[src/rtl/pipe_ctl.sv]
// Pipeline control for the 5-stage Beta core: operand bypass, load-use and
// data-memory stalls, branch redirect and interrupt injection.
module pipe_ctl #(
  parameter int STALL_CNT_W = 16
) (
  input  logic                   clk,
  input  logic                   rst,
  input  logic [4:0]             dec_ra1,
  input  logic [4:0]             dec_ra2,
  input  logic                   dec_use1,
  input  logic                   dec_use2,
  input  logic                   dec_is_br,
  input  logic                   dec_br_taken,
  input  logic                   dec_pc_super,
  input  logic [4:0]             ex_rc,
  input  logic [4:0]             mem_rc,
  input  logic [4:0]             wb_rc,
  input  logic                   ex_wr,
  input  logic                   mem_wr,
  input  logic                   wb_wr,
  input  logic                   ex_ld,
  input  logic                   mem_ld,
  input  logic                   dmem_req,
  input  logic                   dmem_ack,
  input  logic                   irq,
  output logic [1:0]             byp_a,
  output logic [1:0]             byp_b,
  output logic                   stall_if,
  output logic                   stall_dec,
  output logic                   stall_all,
  output logic [1:0]             ir_src_dec,
  output logic [1:0]             ir_src_if,
  output logic [1:0]             pc_sel,
  output logic                   irq_ack,
  output logic [STALL_CNT_W-1:0] stall_cnt
);

  typedef enum logic [1:0] {
    S_RUN   = 2'd0,
    S_MWAIT = 2'd1,
    S_IRQ   = 2'd2
  } state_t;

  localparam logic [1:0] IR_DATA   = 2'b00;
  localparam logic [1:0] IR_NOP    = 2'b01;
  localparam logic [1:0] IR_EXCEPT = 2'b10;
  localparam logic [1:0] PC_INC    = 2'b00;
  localparam logic [1:0] PC_BR     = 2'b01;
  localparam logic [1:0] PC_IRQ    = 2'b10;
  localparam logic [4:0] R31       = 5'd31;

  state_t state, state_nxt;
  logic   irq_pend;
  logic   irq_clr;
  logic   mem_stall;
  logic   load_use;

  // Youngest matching writer wins; R31 reads as zero so it never bypasses.
  function automatic logic [1:0] sel_src(
    input logic       use_r,
    input logic [4:0] ra,
    input logic       e_wr, input logic [4:0] e_rc,
    input logic       m_wr, input logic [4:0] m_rc,
    input logic       w_wr, input logic [4:0] w_rc
  );
    if (!use_r || ra == R31)     return 2'b00;
    else if (e_wr && e_rc == ra) return 2'b01;
    else if (m_wr && m_rc == ra) return 2'b10;
    else if (w_wr && w_rc == ra) return 2'b11;
    else                         return 2'b00;
  endfunction

  function automatic logic ld_hit(
    input logic       use_r,
    input logic [4:0] ra,
    input logic       e_ld, input logic [4:0] e_rc,
    input logic       m_ld, input logic [4:0] m_rc
  );
    return use_r && (ra != R31) &&
           ((e_ld && e_rc == ra) || (m_ld && m_rc == ra));
  endfunction

  always_comb begin
    // NOTE: every combinational output gets a default first so no path infers a latch.
    state_nxt  = state;
    irq_clr    = 1'b0;
    stall_if   = 1'b0;
    stall_dec  = 1'b0;
    stall_all  = 1'b0;
    ir_src_dec = IR_DATA;
    ir_src_if  = IR_DATA;
    pc_sel     = PC_INC;
    irq_ack    = 1'b0;
    byp_a      = sel_src(dec_use1, dec_ra1, ex_wr, ex_rc, mem_wr, mem_rc, wb_wr, wb_rc);
    byp_b      = sel_src(dec_use2, dec_ra2, ex_wr, ex_rc, mem_wr, mem_rc, wb_wr, wb_rc);
    mem_stall  = (state == S_MWAIT) || (dmem_req && !dmem_ack);
    load_use   = ld_hit(dec_use1, dec_ra1, ex_ld, ex_rc, mem_ld, mem_rc) ||
                 ld_hit(dec_use2, dec_ra2, ex_ld, ex_rc, mem_ld, mem_rc);

    if (mem_stall) begin
      // Whole pipe frozen; the ack cycle itself is still held.
      stall_if  = 1'b1;
      stall_dec = 1'b1;
      stall_all = 1'b1;
      state_nxt = (state == S_MWAIT && dmem_ack) ? S_RUN : S_MWAIT;
    end else if (state == S_IRQ) begin
      ir_src_dec = IR_EXCEPT;
      ir_src_if  = IR_NOP;
      pc_sel     = PC_IRQ;
      irq_ack    = 1'b1;
      irq_clr    = 1'b1;
      state_nxt  = S_RUN;
    end else if (load_use) begin
      stall_if   = 1'b1;
      stall_dec  = 1'b1;
      ir_src_dec = IR_NOP;
    end else if (irq_pend && !dec_pc_super && !dec_is_br) begin
      // Decode holds a sequential user instruction; it is replaced next cycle.
      state_nxt = S_IRQ;
    end else if (dec_is_br && dec_br_taken) begin
      pc_sel    = PC_BR;
      ir_src_if = IR_NOP;
    end

    if (rst) begin
      state_nxt  = S_RUN;
      irq_clr    = 1'b0;
      stall_if   = 1'b0;
      stall_dec  = 1'b0;
      stall_all  = 1'b0;
      ir_src_dec = IR_NOP;
      ir_src_if  = IR_NOP;
      pc_sel     = PC_INC;
      irq_ack    = 1'b0;
      byp_a      = 2'b00;
      byp_b      = 2'b00;
    end
  end

  always_ff @(posedge clk or posedge rst) begin
    if (rst) begin
      state     <= S_RUN;
      irq_pend  <= 1'b0;
      stall_cnt <= '0;
    end else begin
      // NOTE: sequential state uses non-blocking assignments so every register samples pre-edge values.
      state    <= state_nxt;
      irq_pend <= irq_clr ? 1'b0 : (irq_pend | irq);
      if (stall_if && stall_cnt != '1)
        stall_cnt <= stall_cnt + STALL_CNT_W'(1);
    end
  end

endmodule

[config.mk]
export PLATFORM = sky130hd
export DESIGN_NAME = pipe_ctl
export DESIGN_NICKNAME = d
export VERILOG_FILES = /design/src/rtl/pipe_ctl.sv
export SDC_FILE = /design/constraint.sdc
export NUM_CORES = 1
export LEC_CHECK = 0
export CAP_MARGIN = 25
export CORE_MARGIN = 1.5
export CORE_UTILIZATION = 43
export DETAILED_ROUTE_END_ITERATION = 16
export PLACE_DENSITY = 0.81
export SLEW_MARGIN = 20
export SYNTH_ARGS = -nofsm -noshare
export SYNTH_HDL_FRONTEND = slang
export SYNTH_SLANG_ARGS = --single-unit
export TNS_END_PERCENT = 20
[constraint.sdc]
create_clock -name clk -period 2.3 [get_ports clk]
set_input_delay 0.46 -clock clk [delete_from_list [all_inputs] [get_ports clk]]
set_output_delay 0.46 -clock clk [all_outputs]
set_load 0.01 [all_outputs]
# Yosys cells after proc, flatten, opt, wreduce, memory -nomap -nowiden
# Cells that the tools add are included.
[classes]
eq_ne = 14
n_div = 0
n_reduce_logical = 33
mux = 39
order_cmp = 0
n_bitwise = 1
multipliers = 0
shifts = 0
addsub = 1
[ops]
columns = ["operator", "count"]
rows = [
  ["2-to-1 mux 2 bit", 22],
  ["equality test 5 bit", 6],
  ["logical AND 1 bit", 20],
  ["2-to-1 mux 1 bit", 17],
  ["adder 16 x 1 -> 16 bit (second input constant)", 1],
  ["!= test 16 bit (second input constant)", 1],
  ["equality test 5 bit (second input constant)", 2],
  ["!= test 5 bit (second input constant)", 2],
  ["logical OR 1 bit", 6],
  ["logical NOT 1 bit", 5],
  ["!= test 4 x 3 -> 1 bit (second input constant)", 1],
  ["nonzero test 4 bit", 1],
  ["equality test 2 x 1 -> 1 bit (second input constant)", 1],
  ["equality test 2 bit (second input constant)", 1],
  ["AND reduction 2 bit", 1],
  ["OR 1 bit", 1],
]
[totals]
regBits = 19
romBits = 0
latchBits = 0
ramBits = 0
wordCells = 91
memories = 0
output_inout_bits = 30
input_bits = 40

# Longest topological paths before layout
# Gate-level depths: netlist of run 1.
[logic_depth]
ltp_word = 10
ltp_mapped = 8
ltp_nobuf = 8

# Least setup slack after synthesis of run 1
# OpenSTA, ideal clock, no wires.
[synth_timing]
kind = "in2out"
from = "input port rst"
to = "output port stall_if"
cell_stages = 5
slack_ns = 0.096
required_ns = 1.840
arrival_time_ns = 1.744
path_buffers = 2
path_cell_list = "inv_1 -> nand2_1 -> clkbuf_1 -> nand2_1 -> buf_4"
[synth_between]
elab_chain_cells = 1
[synth_rtl]
columns = ["item", "line_no", "rtl"]
rows = [
  ["start, declared", "7", "input logic rst,"],
  ["2-to-1 mux 1 bit", "--", ""],
  ["end, declared", "28", "output logic stall_if,"],
]
# Every way passes these cells.

# Worst setup path in the final report of run 1
[layout_timing]
from = "input port dec_ra1[1]"
to = "output port stall_dec"
[layout_between]
elab_chain_cells = 9
word_cells_on_any_way = 13
[layout_rtl]
columns = ["item", "line_no", "rtl"]
rows = [
  ["start, declared", "8", "input logic [4:0] dec_ra1,"],
  ["equality test 5 bit", "80", "((e_ld && e_rc == ra) || (m_ld && m_rc == ra));"],
  ["logical AND 1 bit", "80", ""],
  ["logical OR 1 bit", "80", ""],
  ["logical AND 1 bit *", "79", "return use_r && (ra != R31) &&"],
  ["logical OR 1 bit *", "97", "load_use = ld_hit(dec_use1, dec_ra1, ex_ld, ex_rc, mem_ld, mem_rc) ||"],
  ["2-to-1 mux 1 bit *", "113", "end else if (load_use) begin"],
  ["2-to-1 mux 1 bit *", "106", "end else if (state == S_IRQ) begin"],
  ["2-to-1 mux 1 bit *", "100", "if (mem_stall) begin"],
  ["2-to-1 mux 1 bit *", "125", "if (rst) begin"],
  ["end, declared", "29", "output logic stall_dec,"],
]
# Every way passes the cells marked *; elsewhere a longest branch is shown, timed or not.

==> flow_summary.toml, run 1 <==
[logic_synthesis]
seq_area_frac_synth_pct = 28.68
async_reset_ff_share_pct = 100.0
syn_area_per_cell_um2 = 8.635
synth_area_um2 = 1658
synth_edf_count = 0
synth.distinct_cells = 43
synth_flop_cell = "dfrtp_1"
syn_nets = 233
ys_seq_elements = 19
ys_warn_count = 0
syn_inst = 192

[worst_setup_path]
reg2reg_depth = 7
endpoint_kind = "primary output"
reg2reg_from = "stall_cnt[2]"
crit_arrival_ps = 1850
r2r-end = "stall_cnt[1]"
critPathMaxFanout = 3
start_kind = "primary input"
worstSetupPathType = "in -> out"
r2r_slack_ps = 160
required_ps = 1840

[power_and_ir_drop]
p_leak_nw = 1.361
p_switching_uw = 547.0
ir_drop_mv = 0.7498
power.density_nw_per_um2 = 469.5
p_int_uw = 910.4
sequentialPowerShare_pct = 33.6
p_clk_share_pct = 16.7
combPwrFrac_pct = 49.6
swShare_pct = 37.53

[placement]
placed_area_um2 = 2669
placedCellCount = 344
dp_hpwl_mm = 3.998
routabilityCongestion = 0.9195
port_buffers = 68

[clock_tree]
hold_buffers = 0
cts.path.max_buffers = 2
clk_latency_ps = 270
cts_root_buf = "clkbuf_8"
clk_pin_slew_ps = 70
cts-buffers-inserted = 3
htreeDepth = 1
tritoncts = "built"
cts_sinks = 19

[route]
drc = 0
drt_pass1_iterations = 4
vias = 2010
antenna_left = 0
wl_mm = 6.502
viasPerCell = 5.646
drt-initial-drc-count = 179
wl_per_cell_um = 18.26

[layout]
area_growth_pct = 87.25
drive_gt1_share_pct = 49.68
fillers = 200
antenna_cells = 0
post-route-cell-area_um2 = 3104
layout.cells.non_filler = 356
nets = 350

[timing]
fmax_mhz = 433.7
setup_tns_ps = -11.38
timing.final.ws_setup_ps = -5.857
period_share_pct = 100.3
setup_violations = 2
finClkSkew_ps = 12.16
hold_violations = 0
slew_violations = 0
timing.final.crit_period_ps = 2306
rsz0062_at_grt = "yes"

[grt]
grt_use_met3_pct = 4.281
grt_pass1_wl_mm = 9.142
met2_usage_pct = 50.77
grt_pass1_vias = 1959
grt_busiest_layer = "met2"
grt_overflow = 0
met1_usage_pct = 33.41
grt_max_degree = 20
antenna_found_initial = 0
grt_usage_pct = 28.22

[floorplanning]
ioPinCount = 70
die-area_um2 = 4237
start_util_pct = 44.95
fp.dieH_um = 65.09
die_w_um = 65.09
core-area_um2 = 3689
rows = 22

[min_path]
min_from = "stall_cnt[5]"
holdCritPathClass = "reg -> reg"
hold_end = "stall_cnt[5]"
hold_depth = 1

[flow_run]
maxCapViolCount = 0

[run_status]
violations = "negative setup slack"
outcome = "finished with violations"
## cell type report
type	count	area (um^2)	area share, %
clock buffers	4	45.04	1.451
inverters	6	22.52	0.7255
multi-input cells	160	1464	47.16
flip-flops and latches	19	475.5	15.32
well taps	48	60.06	1.935
repair buffers	119	1037	33.41
## power by group through the flow
stage                     Clock (mW)  Combinational, mW  Sequential (mW)
after floorplan                    0              0.226            0.509
after global placement             0              0.596            0.488
after detailed placement           0              0.607            0.491
after CTS                      0.236              0.650            0.486
after global routing           0.258              0.768            0.502
final                          0.244              0.724            0.490
## routing by layer
layer	up-vias	wire [um]
met2	103	3574
met5	-	0
met1	966	2361
li1	923	-
met4	0	180
met3	18	387
## how the worst max path moves through the flow
stage               cells after the start           end  slack, ps       start
floorplan                               5      stall_if        100         rst
global placement                       10  ir_src_if[0]       -850  dec_ra1[3]
detailed placement                     10  ir_src_if[0]       -930  dec_ra1[3]
CTS                                     8      byp_b[1]        -60  dec_ra2[1]
global route                           10     stall_dec        -80  dec_ra2[4]
finish                                 10     stall_dec         -6  dec_ra1[1]
## critical path, cell delays in order
cell and delay [ps]:
buf_4 140, buf_6 130, xnor2_2 180, nand2_2 90, nor3_2 210, o21a_2 230, buf_6 120, o21ai_4 50
nand2_2 130, buf_6 110
## stage by stage
step / total power, mW / hold slack (ps) / worst slack, ps / utilization (%)
6_report: 1.457 / 497.2 / -5.857 / 84.16
5_1_grt: 1.528 / 535.7 / -77.47 / 84.16
4_1_cts: 1.372 / 502.4 / -60.30 / 78.66
3_5_place_dp: 1.098 / 485.7 / -926.9 / 72.35
3_3_place_gp: 1.084 / 482.2 / -846.3 / 72.35
2_1_floorplan: 0.7349 / 447.4 / 95.78 / -
## synthesized netlist by cell type, drive strengths merged, types with 4 or more instances
| cell | number | share of area [%] |
|---|---|---|
| a211oi | 6 | 4.2 |
| nor4 | 5 | 2.3 |
| o21a | 4 | 1.9 |
| o211ai | 4 | 1.8 |
| xnor2 | 24 | 13 |
| xor2 | 19 | 10 |
| inv | 5 | 1.1 |
| nor3 | 10 | 3.3 |
| a21oi | 7 | 2.1 |
| buf | 5 | 2.5 |
| nor2 | 11 | 2.5 |
| and3 | 5 | 1.9 |
| nand2 | 23 | 5.2 |
| nand3 | 16 | 4.8 |
| o21ai | 6 | 2.7 |
| a2111oi | 4 | 3.2 |
| dfrtp | 19 | 29 |
## logic make-up after synthesis
kind of cell             count (synthesis)  share of synthesized area (%)
XOR/XNOR                                43                          22.72
adder cells (fa/ha/maj)                  1                         0.7546
multiplexers                             1                         0.6792
other                                    1                         0.2262
flip-flops                              19                          28.68
AND/OR/NAND/NOR                         78                          23.77
AO/OA/AOI/OAI                           36                          18.64
buffers and inverters                   13                          4.528
## registers in the layout, indices dropped and copies added (netlist names)
| name | count |
|---|---|
| irq_pend | 1 |
| stall_cnt | 16 |
| state | 2 |
## timing repair
action                                  4_1_cts  5_1_grt
gates cloned                                  0        0
hold endpoints to repair                      0        0
buffers inserted                              6        3
endpoints found under the setup margin       26       15
pin swaps                                    37       35
resized for setup                           161       68
## cells in the final DEF, fill, tap and decap left out, types with 5 or more instances in the layout
cell type        instances
a211oi_2                 5
buf_2                   11
buf_4                   38
buf_6                   24
clkbuf_2                 7
clkdlybuf4s50_1         28
dfrtp_1                 19
dlygate4sd2_1            5
inv_1                    5
nand2_1                 15
nand2_2                  7
nand3_1                 10
nand3_2                  5
nor2_1                   7
nor3_1                   5
nor3_2                   5
xnor2_1                  8
xnor2_2                 15
xor2_1                  16
Power figures use the tool's default switching activity.
==> inputs of run 2 (changes only) <==
--- a/config.mk
+++ b/config.mk
@@ -9,6 +9,7 @@
 export CORE_MARGIN = 1.5
 export CORE_UTILIZATION = 43
 export DETAILED_ROUTE_END_ITERATION = 16
+export GPL_ROUTABILITY_DRIVEN = 0
 export PLACE_DENSITY = 0.81
 export SLEW_MARGIN = 20
 export SYNTH_ARGS = -nofsm -noshare
==> flow_summary.toml, run 2 (synthesis results as in run 1) <==
[run_status]
outcome = "finished with violations"
violations = "negative setup slack"

[layout]
layout_common_cells = "40 x buf_4, 28 x clkdlybuf4s50_1, 22 x buf_6, 19 x nand2_1, 19 x dfrtp_1"
largest_register_ffs = 16
antenna_cells = 0
largest-register = "stall_cnt"
post-route-cell-area_um2 = 3149
drive_gt1_share_pct = 50.00
area_growth_pct = 89.96
top_regs = "stall_cnt x16, state x2, irq_pend x1"
nets = 354
final_common_cell = "buf_4"

[clock_tree]
htreeDepth = 1
cts.path.max_buffers = 2
cts-buffers-inserted = 3
cts_root_buf = "clkbuf_8"
tritoncts = "built"
cts_sinks = 19
clk_pin_slew_ps = 70
clk_latency_ps = 260

[placement]
port_buffers = 68
placed_area_um2 = 2691
dp_hpwl_mm = 4.064

[floorplanning]
start_util_pct = 44.95
ioPinCount = 70
die-area_um2 = 4237
fp.dieH_um = 65.09
die_w_um = 65.09
rows = 22
core-area_um2 = 3689

[timing]
finClkSkew_ps = 4.476
period_share_pct = 106.3
hold_violations = 0
rsz0062_at_grt = "yes"
fmax_mhz = 408.9
setup_violations = 10
timing.final.crit_period_ps = 2445
slew_violations = 0
timing.final.ws_setup_ps = -145.4

[route]
antenna_left = 0
drc = 0
wl_per_cell_um = 21.09
viasPerCell = 5.869
drt_pass1_iterations = 4
wl_mm = 7.591
vias = 2113
drt-initial-drc-count = 196

[worst_setup_path]
r2r-end = "stall_cnt[1]"
crit_chain = "clkdlybuf4s50_1 > xnor2_1 > and3_1 > a21oi_2 > a2111oi_2 > buf_2"
reg2reg_depth = 7
r2r_slack_ps = 130
required_ps = 1840
crit_slowest_cell = "clkdlybuf4s50_1"
critPathMaxFanout = 2
crit_start = "wb_rc[0]"
crit_arrival_ps = 1990
reg2reg_from = "stall_cnt[2]"
path_buf_inv = 2
start_kind = "primary input"
endpoint_kind = "primary output"
worstSetupPathType = "in -> out"
critical_path.top_delay_family = "buffers and inverters"
worst-path-stages = 6
crit_path_end = "byp_a[1]"
slowest_delay_ps = 450

[grt]
antenna_found_initial = 0
grt_pass1_wl_mm = 9.639
grt_max_degree = 20
grt_overflow = 0
grt_pass1_vias = 2035
grt_usage_pct = 30.09

[min_path]
holdCritPathClass = "reg -> reg"
hold_depth = 1

[flow_run]
maxCapViolCount = 0

[power_and_ir_drop]
p_total_mw = 1.473
p_leak_nw = 1.388
power.density_nw_per_um2 = 467.6
ir_drop_mv = 0.6954
-- run 2: power breakdown --
group	internal, mW	switching, mW
Sequential	0.402	0.0887
Clock	0.123	0.115
Combinational	0.387	0.357
-- run 2: through the flow --
stage                     setup WS (ps)  utilization (%)  cells  setup TNS, ps  hold WS, ps
after floorplan                   95.78                -    192              0        447.4
after global placement           -859.9            72.96    347         -12900        484.1
after detailed placement         -984.3            72.96    347         -14000        482.4
after CTS                        -93.06            78.46    355         -204.3        499.1
after global routing             -261.2            85.38    360          -1579        529.1
final                            -145.4            85.38    360         -587.8        494.1
-- run 2: worst min path at each step --
| stage | to | slack, ps | from |
|---|---|---|---|
| global route | stall_cnt[5] | 530 | stall_cnt[5] |
| finish | stall_cnt[5] | 490 | stall_cnt[5] |
| floorplan | irq_pend | 450 | rst |
| CTS | stall_cnt[5] | 500 | stall_cnt[5] |
| global placement | stall_cnt[5] | 480 | stall_cnt[5] |
| detailed placement | stall_cnt[5] | 480 | stall_cnt[5] |
-- run 2: metal layers --
layer	vias up	GRT usage, %	wire, um
met5	-	0	0
met3	48	4.623	450
met4	0	16.15	576
met2	134	53.09	3883
met1	1010	35.04	2681
li1	921	-	-
-- run 2: layout make-up --
type                            instances  area (um^2)
Multi-Input combinational cell        160         1505
Timing Repair Buffer                  123         1041
Fill cell                             201        539.3
Sequential cell                        19        475.5
Tap cell                               48        60.06
Clock buffer                            4        45.04
Inverter                                6        22.52
-- run 2: timing repair --
| item | in CTS | in global routing |
|---|---|---|
| resized for setup | 145 | 80 |
| pin swaps | 25 | 36 |
| endpoints found under the setup margin | 26 | 17 |
| setup buffers | 4 | 5 |
| hold buffers | 0 | 0 |
==> inputs of run 3 (changes only) <==
--- a/config.mk
+++ b/config.mk
@@ -11,6 +11,7 @@
 export DETAILED_ROUTE_END_ITERATION = 16
 export GPL_ROUTABILITY_DRIVEN = 0
 export PLACE_DENSITY = 0.81
+export SKIP_LAST_GASP = 1
 export SLEW_MARGIN = 20
 export SYNTH_ARGS = -nofsm -noshare
 export SYNTH_HDL_FRONTEND = slang
==> constraint.sdc (replaced) <==
create_clock -name clk -period 2.55 [get_ports clk]
set_input_delay 0.51 -clock clk [delete_from_list [all_inputs] [get_ports clk]]
set_output_delay 0.51 -clock clk [all_outputs]
set_load 0.01 [all_outputs]
==> flow_summary.toml, run 3 (synthesis results as in run 1) <==
[run_status]
outcome = "finished, final reports clean"

[flow_run]
maxCapViolCount = 0

[route]
vias = 1845
drc = 0
wl_mm = 5.365
drt-initial-drc-count = 86
wl_met1_mm = 2.244
wl_per_cell_um = 15.20
top_layer_used = "met4"
drt_pass1_iterations = 4
wl_met3_um = 131
antenna_left = 0
viasPerCell = 5.227
met2_length_mm = 2.935

[timing]
timing.final.crit_period_ps = 2531
setup_violations = 0
period_share_pct = 99.24
rsz0062_at_grt = "yes"
hold_violations = 0
finClkSkew_ps = 5.446
fmax_mhz = 395.2
slew_violations = 0

[layout]
largest_register_ffs = 16
antenna_cells = 0
top_regs = "stall_cnt x16, state x2, irq_pend x1"
post-route-cell-area_um2 = 2840
layout.cells.non_filler = 353
area_growth_pct = 71.32
drive_gt1_share_pct = 35.08
largest-register = "stall_cnt"
nets = 347
layout_common_cells = "46 x buf_4, 34 x clkdlybuf4s50_1, 22 x nand2_1, 21 x xnor2_1, 19 x dfrtp_1"
final_common_cell = "buf_4"

[grt]
grt_pass1_wl_mm = 8.487
grt_max_degree = 20
grt_overflow = 0
antenna_found_initial = 0
grt_pass1_vias = 1848
grt_usage_pct = 26.02

[worst_setup_path]
critPathMaxFanout = 2
r2r-end = "stall_cnt[1]"
reg2reg_depth = 7
start_kind = "primary input"
endpoint_kind = "primary output"
reg2reg_from = "stall_cnt[2]"
r2r_slack_ps = 470
required_ps = 2040
worstSetupPathType = "in -> out"
crit_arrival_ps = 2020

[placement]
placed_area_um2 = 2676
port_buffers = 68
dp_hpwl_mm = 4.040
placedCellCount = 345

[power_and_ir_drop]
p_leak_nw = 1.213
p_total_mw = 1.214
power.density_nw_per_um2 = 427.6
ir_drop_mv = 0.5039

[floorplanning]
die-area_um2 = 4237
die_w_um = 65.09
core-area_um2 = 3689
start_util_pct = 44.95
rows = 22
fp.dieH_um = 65.09
ioPinCount = 70

[clock_tree]
htreeDepth = 1
cts_sinks = 19
hold_buffers = 0
cts.path.max_buffers = 2
cts-buffers-inserted = 3
tritoncts = "built"
clk_latency_ps = 250
cts_root_buf = "clkbuf_8"
clk_pin_slew_ps = 70

[min_path]
hold_end = "stall_cnt[5]"
min_from = "stall_cnt[5]"
hold_depth = 1
holdCritPathClass = "reg -> reg"
[run 3: changes by cell type in the layout (fill, tap and decap cells not counted), sizes merged]
cell	previous run	this run
buf	78	57
dlygate4sd2	4	14
clkdlybuf4s50	28	34
clkbuf	14	10
clkdlybuf4s15	0	4
dlymetal6s2s	3	1
clkinv	0	1
inv	6	5
[run 3: worst max path at each step]
| stage | startpoint | endpoint | slack, ps | depth (start not counted) |
|---|---|---|---|---|
| finish | wb_rc[3] | byp_b[1] | 20 | 8 |
| global route | dec_ra1[2] | ir_src_if[0] | -90 | 10 |
| CTS | dec_ra2[1] | byp_b[1] | -40 | 8 |
| detailed placement | dec_ra2[4] | byp_b[1] | -840 | 8 |
| global placement | dec_ra1[1] | ir_src_if[0] | -710 | 9 |
| floorplan | rst | stall_if | 250 | 5 |
[run 3: timing repair]
item	4_1_cts	5_1_grt
setup endpoints to repair	16	14
gates resized for setup	89	24
buffers inserted	3	1
gates cloned	0	0
pin swaps	19	18
[run 3: report_power, final]
| group | internal, mW | total, mW | switching [mW] |
|---|---|---|---|
| logic | 0.302 | 0.561 | 0.259 |
| clock network | 0.111 | 0.210 | 0.0990 |
| registers | 0.362 | 0.444 | 0.0812 |
[run 3: per-stage QoR]
step / utilization, % / TNS (ps) / setup slack (ps) / hold slack (ps)
4_1_cts: 75.71 / -121.2 / -38.35 / 502.7
3_3_place_gp: 72.56 / -7898 / -714.6 / 484.0
3_5_place_dp: 72.56 / -9515 / -837.2 / 493.7
2_1_floorplan: - / 0 / 245.8 / 463.3
5_1_grt: 77.00 / -427.6 / -85.48 / 521.4
6_report: 77.00 / 0 / 19.42 / 504.6
[run 3: worst max-delay path: stages]
cell             delay (ps)
clkdlybuf4s15_2         200
buf_6                   120
xor2_2                  180
nor4_4                  340
and3_4                  240
a21oi_1                  40
nor4_1                  200
buf_2                   190
[run 3: final cells by class]
type                    instances  area (um^2)
flip-flops and latches         19        475.5
fillers                       254        848.3
clock buffers                   4        45.04
multi-input cells             160         1275
well taps                      48        60.06
inverters                       6        22.52
repair buffers                116        962.2
[run 3: per-layer routing]
layer / up-vias / GRT usage (%)
li1: 913 / -
met1: 885 / 29.44
met2: 43 / 51.80
met3: 4 / 3.425
met4: 0 / 4.948
met5: - / 0
